<file path="config.mk">
export PLATFORM = sky130hd
export DESIGN_NAME = neuron_feeder
export DESIGN_NICKNAME = d
export VERILOG_FILES = /design/src/rtl/neuron_pkg.sv /design/src/rtl/nrn_watchdog.sv /design/src/rtl/neuron_feeder.sv
export SDC_FILE = /design/constraint.sdc
export NUM_CORES = 1
export LEC_CHECK = 0
export ABC_AREA = 1
export CORE_MARGIN = 2
export CORE_UTILIZATION = 40
export DETAILED_ROUTE_END_ITERATION = 12
export PLACE_DENSITY_LB_ADDON = 0.25
export SYNTH_ARGS = -nofsm -noshare
export SYNTH_HDL_FRONTEND = slang
export SYNTH_SLANG_ARGS = --single-unit
</file>
<file path="constraint.sdc">
create_clock -name clk -period 3.8 [get_ports clk]
set_input_delay 0.57 -clock clk [delete_from_list [all_inputs] [get_ports clk]]
set_output_delay 0.57 -clock clk [all_outputs]
set_load 0.005 [all_outputs]
</file>
<file path="src/rtl/neuron_pkg.sv">
// Shared constants and state encoding for the neuron feeder block.
// FP_ONE/FP_TWO are reference operands for directed stimulus; the RTL never does arithmetic.
package neuron_pkg;

    localparam int DW      = 32;
    localparam int N_PAIRS = 4;
    localparam int IDX_W   = $clog2(N_PAIRS);

    typedef enum logic [1:0] {
        LOAD = 2'd0,
        FIRE = 2'd1,
        WAIT = 2'd2,
        HOLD = 2'd3
    } state_t;

    localparam logic [31:0] FP_ONE = 32'h3F80_0000;
    localparam logic [31:0] FP_TWO = 32'h4000_0000;

endpackage

</file>
<file path="src/rtl/nrn_watchdog.sv">
// Cycle counter for the WAIT phase: cleared outside WAIT, counts while enabled,
// and flags expiry on the cycle the count reaches TIMEOUT-1.
module nrn_watchdog #(
    parameter int TIMEOUT = 64
) (
    input  logic clk,
    input  logic rst_n,
    input  logic i_clr,
    input  logic i_en,
    output logic o_expire
);

    localparam int            CW   = 16;
    localparam logic [CW-1:0] LAST = CW'(TIMEOUT - 1);

    logic [CW-1:0] r_cnt;

    // NOTE: sequential state uses non-blocking assignments so every flop samples
    // pre-edge values regardless of block ordering.
    always_ff @(posedge clk) begin
        if (!rst_n || i_clr) begin
            r_cnt <= '0;
        end else if (i_en && (r_cnt != LAST)) begin
            r_cnt <= r_cnt + 1'b1;
        end
    end

    assign o_expire = i_en && (r_cnt == LAST);

endmodule

</file>
<file path="src/rtl/neuron_feeder.sv">
// Packs four serial (x, w) pairs into the neuron operand bus, fires it, waits for
// a fresh done edge under a watchdog, and returns the result over valid/ready.
module neuron_feeder #(
    parameter int DW      = neuron_pkg::DW,
    parameter int TIMEOUT = 64
) (
    input  logic          clk,
    input  logic          rst_n,
    input  logic          in_valid,
    output logic          in_ready,
    input  logic [DW-1:0] in_x,
    input  logic [DW-1:0] in_w,
    output logic [DW-1:0] x1,
    output logic [DW-1:0] x2,
    output logic [DW-1:0] x3,
    output logic [DW-1:0] x4,
    output logic [DW-1:0] w1,
    output logic [DW-1:0] w2,
    output logic [DW-1:0] w3,
    output logic [DW-1:0] w4,
    output logic          nrn_start,
    input  logic          nrn_done,
    input  logic [DW-1:0] nrn_result,
    output logic          out_valid,
    input  logic          out_ready,
    output logic [DW-1:0] out_data,
    output logic          out_err
);

    import neuron_pkg::*;

    state_t             r_state;
    logic [IDX_W-1:0]   r_idx;
    logic [DW-1:0]      r_x [N_PAIRS];
    logic [DW-1:0]      r_w [N_PAIRS];
    logic               r_start;
    logic               r_done_q;
    logic               r_out_valid;
    logic [DW-1:0]      r_out_data;
    logic               r_out_err;

    logic               w_done_rise;
    logic               w_expire;
    logic               w_in_wait;

    assign w_in_wait   = (r_state == WAIT);
    // A done level left over from an earlier job must not complete this one.
    assign w_done_rise = nrn_done && !r_done_q;

    nrn_watchdog #(
        .TIMEOUT (TIMEOUT)
    ) u_watchdog (
        .clk      (clk),
        .rst_n    (rst_n),
        .i_clr    (!w_in_wait),
        .i_en     (w_in_wait),
        .o_expire (w_expire)
    );

    always_ff @(posedge clk) begin
        if (!rst_n) begin
            r_state     <= LOAD;
            r_idx       <= '0;
            r_start     <= 1'b0;
            r_done_q    <= 1'b0;
            r_out_valid <= 1'b0;
            r_out_data  <= '0;
            r_out_err   <= 1'b0;
            // NOTE: the operand bank is a handful of flops driving the neuron
            // directly, so it is cleared; a true RAM here would not be reset.
            for (int i = 0; i < N_PAIRS; i++) begin
                r_x[i] <= '0;
                r_w[i] <= '0;
            end
        end else begin
            r_done_q <= nrn_done;
            r_start  <= 1'b0;
            case (r_state)
                LOAD: begin
                    if (in_valid) begin
                        r_x[r_idx] <= in_x;
                        r_w[r_idx] <= in_w;
                        if (r_idx == IDX_W'(N_PAIRS - 1)) begin
                            r_idx   <= '0;
                            r_start <= 1'b1;
                            r_state <= FIRE;
                        end else begin
                            r_idx <= r_idx + 1'b1;
                        end
                    end
                end
                FIRE: begin
                    r_state <= WAIT;
                end
                WAIT: begin
                    // Done edge takes priority over a coincident expiry.
                    if (w_done_rise) begin
                        r_out_data  <= nrn_result;
                        r_out_err   <= 1'b0;
                        r_out_valid <= 1'b1;
                        r_state     <= HOLD;
                    end else if (w_expire) begin
                        r_out_data  <= '0;
                        r_out_err   <= 1'b1;
                        r_out_valid <= 1'b1;
                        r_state     <= HOLD;
                    end
                end
                HOLD: begin
                    if (out_ready) begin
                        r_out_valid <= 1'b0;
                        r_state     <= LOAD;
                    end
                end
                default: begin
                    r_state <= LOAD;
                end
            endcase
        end
    end

    assign in_ready  = (r_state == LOAD);
    assign nrn_start = r_start;
    assign out_valid = r_out_valid;
    assign out_data  = r_out_data;
    assign out_err   = r_out_err;

    assign x1 = r_x[0];
    assign x2 = r_x[1];
    assign x3 = r_x[2];
    assign x4 = r_x[3];
    assign w1 = r_w[0];
    assign w2 = r_w[1];
    assign w3 = r_w[2];
    assign w4 = r_w[3];

endmodule

</file>
== Word level (Yosys, flattened, before mapping) ==
Memory sizes are Yosys's and may differ from the RTL's.
Index checks and enable logic that the tools add are counted.

* Reductions and logical operators: 17
* Muxes and demuxes: 26
* Add/sub/neg operators: 2
* Eq/ne operators: 10

{| class="wikitable"
|+ Operator list
! operator !! number
|-
| 32-bit two-way mux || 4
|-
| 32-bit OR reduction || 2
|-
| 16-bit by 1-bit adder with 16-bit output, second input constant || 1
|-
| 16-bit by 6-bit == test with 1-bit output, second input constant || 1
|-
| 2-bit two-way mux || 8
|-
| 16-bit by 6-bit != test with 1-bit output, second input constant || 1
|-
| 1-bit two-way mux || 12
|-
| 2-bit case mux with 4 select lines || 1
|-
| 2-bit == test, second input constant || 3
|-
| 3-bit AND reduction || 2
|-
| 2-bit != test, second input constant || 2
|-
| 2-bit AND reduction || 2
|-
| 4-bit AND reduction || 1
|-
| 2-bit nonzero test || 2
|-
| 1-bit logical AND || 3
|-
| 1-bit zero test || 3
|-
| 3-bit != test, second input constant || 1
|-
| 2-bit by 1-bit adder with 2-bit output, second input constant || 1
|-
| 2-bit by 1-bit == test with 1-bit output, second input constant || 1
|-
| 2-bit zero test || 1
|-
| 2-bit by 1-bit != test with 1-bit output, second input constant || 1
|-
| 1-bit case mux with 2 select lines || 1
|-
| 1-bit logical OR || 1
|}

* Logic and storage cells: 65
* Input bits: 101
* Memories: 2
* Flip-flop bits (word level): 56
* Memory bits (writable): 256

{| class="wikitable"
|+ Memory list
! memory !! depth !! width !! read ports !! clocked after Yosys merged registers in !! write ports !! line !! source
|-
| r_w || 4 || 32 || 4 || 0 || 4 || neuron_feeder.sv:35 || <nowiki>logic [DW-1:0] r_w [N_PAIRS];</nowiki>
|-
| r_x || 4 || 32 || 4 || 0 || 4 || neuron_feeder.sv:34 || <nowiki>logic [DW-1:0] r_x [N_PAIRS];</nowiki>
|}

== Logic depth before layout (Yosys ltp) ==
* Word-level depth: 6
* Gate-level depth with buffers: 10
* Mapped depth without buffers: 10

== Modules after synthesis ==
From an unflattened synthesis, not the netlist that was laid out.

* Cell total of the unflattened synthesis: 949
* Area total of the unflattened synthesis: 11549.8 um2

{| class="wikitable"
|+ Modules (own cells, without submodules)
! module !! cells each !! area each (um2) !! times used
|-
| neuron_feeder || 808 || 10628.9 || 1
|-
| nrn_watchdog || 141 || 920.9 || 1
|}

== Least setup slack after synthesis ==
OpenSTA, ideal clock, no wires.

* Kind: register -> register
* Start: reg r_state[0]
* End: mem r_w[0][0], enable pin
* Arrival: 2716 ps
* Setup slack: 660 ps
* Required time: 3376 ps
* Library setup time: 424 ps
* Cell stages (with the launch flop): 11
* Cell sequence: dfxtp_1 > inv_1 > ha_1 > nand2_1 > inv_2 > nand2_1 > nor2_1 > nand2_1 > buf_2 > buf_6 > nand2_1

{| class="wikitable"
|+ RTL lines
! element !! line !! source
|-
| start, declared || neuron_feeder.sv:32 || <nowiki>state_t r_state;</nowiki>
|-
| start signal, assigned || neuron_feeder.sv:62 || <nowiki>r_state <= LOAD;</nowiki>
|-
| start signal, assigned || neuron_feeder.sv:86 || <nowiki>r_state <= FIRE;</nowiki>
|-
| start signal, assigned || neuron_feeder.sv:93 || <nowiki>r_state <= WAIT;</nowiki>
|-
| end, declared || neuron_feeder.sv:35 ||
|}

==> flow_summary.toml <==
[outcome]
outcome = "finished clean"

[logic_synthesis]
yosysSeqAreaShare = 0.758
syn-cell-area_sq_um = 11600
synth_nets = 1074
ys_seq_elements = 312
syn_avg_cell_area_sq_um = 12.0
yosysWarnings = 0
async_flop_share = 0
synth_ff_type = "edfxtp_1"
synth_cell_types = 26
synthCells = 967
synth_edf_count = 256

[critical_path]
rr_worst_depth = 9
cp.required_ns = 3.98
slowest_delay_ns = 0.89
crit_path_start_kind = "primary input"
crit_type = "in2reg"
cp.arrival_ns = 2.58
reg2reg_from = "r_state[0]"
rr_endpoint = "r_w[0][15]"
endpoint_kind = "flip-flop"
ff2ff_setup_slack_ns = 1.56
cp_max_fo = 33
critPathSlowestCell = "clkdlybuf4s50_1"
crit_chain = "clkdlybuf4s50_1 -> nand4_1 -> nand2_4 -> buf_12"

[die]
initial_utilization = 0.406
rows = 62
die_h_microns = 174
dieWidth_microns = 174
core-area_sq_um = 28600
dieArea_sq_um = 30400
pin_count = 393

[timing]
fin_crit_sh = 0.632
holdWs_ns = 0.458
relSlewSlack = 0.328
worstMarginPinSlew_ns = 1.01
skew_ns = 0.0210
setup_tns_ns = 0
fmax_mhz = 416
maxSlewViolCount = 0
period_minus_slack_ns = 2.40
rsz0062_at_grt = "false"
setup_viol = 0
finalHoldViolCount = 0

[place]
hpwl_microns = 21000
dpl_cell_area_sq_um = 15900
portBuffers = 392
gp_congestion = 0.850

[power]
leakage_uw = 0.00649
power_density_nw_per_um2 = 545
peakVddDrop_uv = 298

[route]
wl_per_cell_microns = 17.8
drc = 0
ant_nets = 0
drtIter0Drc = 505
drt-total-wl_microns = 31600
firstDrtPassIters = 5
vias = 8316
via_per_inst = 4.69

[finish]
syn_to_final_growth_pct = 45.7
drive_gt1_frac = 0.0533
finalNetCount = 1473
final_cell_area_sq_um = 16900
diodes = 0

[grt]
grt_first_pass_wirelength_microns = 47800
grt_max_degree = 66
grt_pass1_vias = 8302
overflow = 0
grtUsageTotal = 0.203
antenna_found_initial = 0

[job]
maxCapViolCount = 0

[clock_network]
numCtsBuffers = 34
clock_latency_ns = 0.50
cts_max_path_buffers = 3
htreeDepth = 2
holdBufCountCts = 0
cts_resized = 0
cts_tree = "yes"
path_clk_slew_ns = 0.06
cts_sinks = 312
post_cts_buffers = 0
cts-root-buf = "clkbuf_16"

[worst_hold_path]
hp-class = "reg2reg"
holdPathEnd = "out_data[0]"
hold_path_depth = 2
hp-start = "out_data[0]"
critical path: cells and delay by family:
kind | cells | cell delay [ns]
AND/OR/NAND/NOR | 2 | 0.73
buffers and inverters | 2 | 1.17
layout make-up:
type | count | area, sq um
repair buffers | 403 | 4040
clock buffers | 52 | 951
clock inverters | 7 | 87.6
multi-input cells | 517 | 2200
fillers | 2325 | 11700
flip-flops and latches | 312 | 8810
well taps | 384 | 480
inverters | 98 | 368
per-stage QoR:
| stage | power, uW | setup WS, ns | util | instances |
|---|---|---|---|---|
| after detailed placement | 6220 | 0.887 | 0.556 | 1714 |
| after floorplan | 5060 | 0.660 | - | 967 |
| final | 9240 | 1.40 | 0.592 | 1773 |
| after global placement | 6190 | 0.947 | 0.556 | 1714 |
| after global routing | 9630 | 1.26 | 0.592 | 1773 |
| after CTS | 9360 | 1.42 | 0.592 | 1773 |
worst max-delay path by stage:
| stage | cells past startpoint | slack (ns) | end | startpoint |
|---|---|---|---|---|
| floorplan | 10 | 0.66 | r_w[0][0] | r_state[0] |
| global placement | 4 | 0.95 | r_w[2][22] | rst_n |
| detailed placement | 4 | 0.89 | r_w[2][22] | rst_n |
| CTS | 4 | 1.42 | r_w[2][26] | rst_n |
| global route | 4 | 1.26 | r_x[2][31] | rst_n |
| finish | 4 | 1.40 | r_w[2][24] | rst_n |
routing by layer:
layer | routed length (microns) | GRT usage | vias to the layer above
li1 | - | - | 3952
met1 | 12500 | 0.246 | 3966
met2 | 15200 | 0.347 | 326
met3 | 2620 | 0.0582 | 72
met4 | 1200 | 0.0746 | 0
met5 | 0 | 0 | -
report_power, final:
group	leakage, uW	internal, uW	switching (uW)
clock	0.000508	1860	1260
sequential	0.00310	4230	138
combinational	0.00288	882	873
total	0.00649	6970	2270
sequential cells by signal, summed over array words and instances (netlist names), 2 cells and up:
name and count:
out_data 32, r_state 2, u_watchdog.r_cnt 16, r_x 128, r_idx 2, r_w 128
cell usage after synthesis, drive strengths merged, types with 3 or more instances:
master | count | area share
nand3 | 13 | 0.0065
a21oi | 50 | 0.022
xnor2 | 3 | 0.0023
nand4 | 6 | 0.0032
ha | 6 | 0.0065
dfxtp | 56 | 0.096
edfxtp | 256 | 0.66
buf | 27 | 0.020
o21ai | 7 | 0.0030
nor3 | 4 | 0.0017
nor2 | 284 | 0.093
nand2 | 139 | 0.046
clkbuf | 13 | 0.0042
inv | 98 | 0.032
xor2 | 3 | 0.0023
logic make-up (layout without fill, tap and decap cells):
family,Yosys count,after routing,share of synthesized area
AO/OA/AOI/OAI,58,58,0.0252
adder cells (fa/ha/maj),6,6,0.00646
XOR/XNOR,6,6,0.00452
buffers and inverters,138,560,0.0554
flip-flops,312,312,0.758
AND/OR/NAND/NOR,447,447,0.151
cells in the final DEF, fill, tap and decap left out:
cell and instances:
nand4_1 6, o21ai_0 7, buf_4 8, ha_1 6
clkinv_1 1, xor2_1 3, clkbuf_16 35, nand2_2 5
a211oi_1 1, nor2_4 1, nor2_1 281, inv_1 93
nor3_1 4, clkbuf_1 14, nand3_1 11, clkdlybuf4s50_1 392
nor2_2 2, nand2_4 4, buf_12 3, dfxtp_1 56
and3_1 1, clkinv_2 3, nand2_1 130, a21oi_1 50
clkbuf_4 3, xnor2_1 3, bufinv_16 2, nand3_2 2
edfxtp_1 256, inv_6 1, inv_2 5
Note: power is estimated with default switching activity, not from simulation.
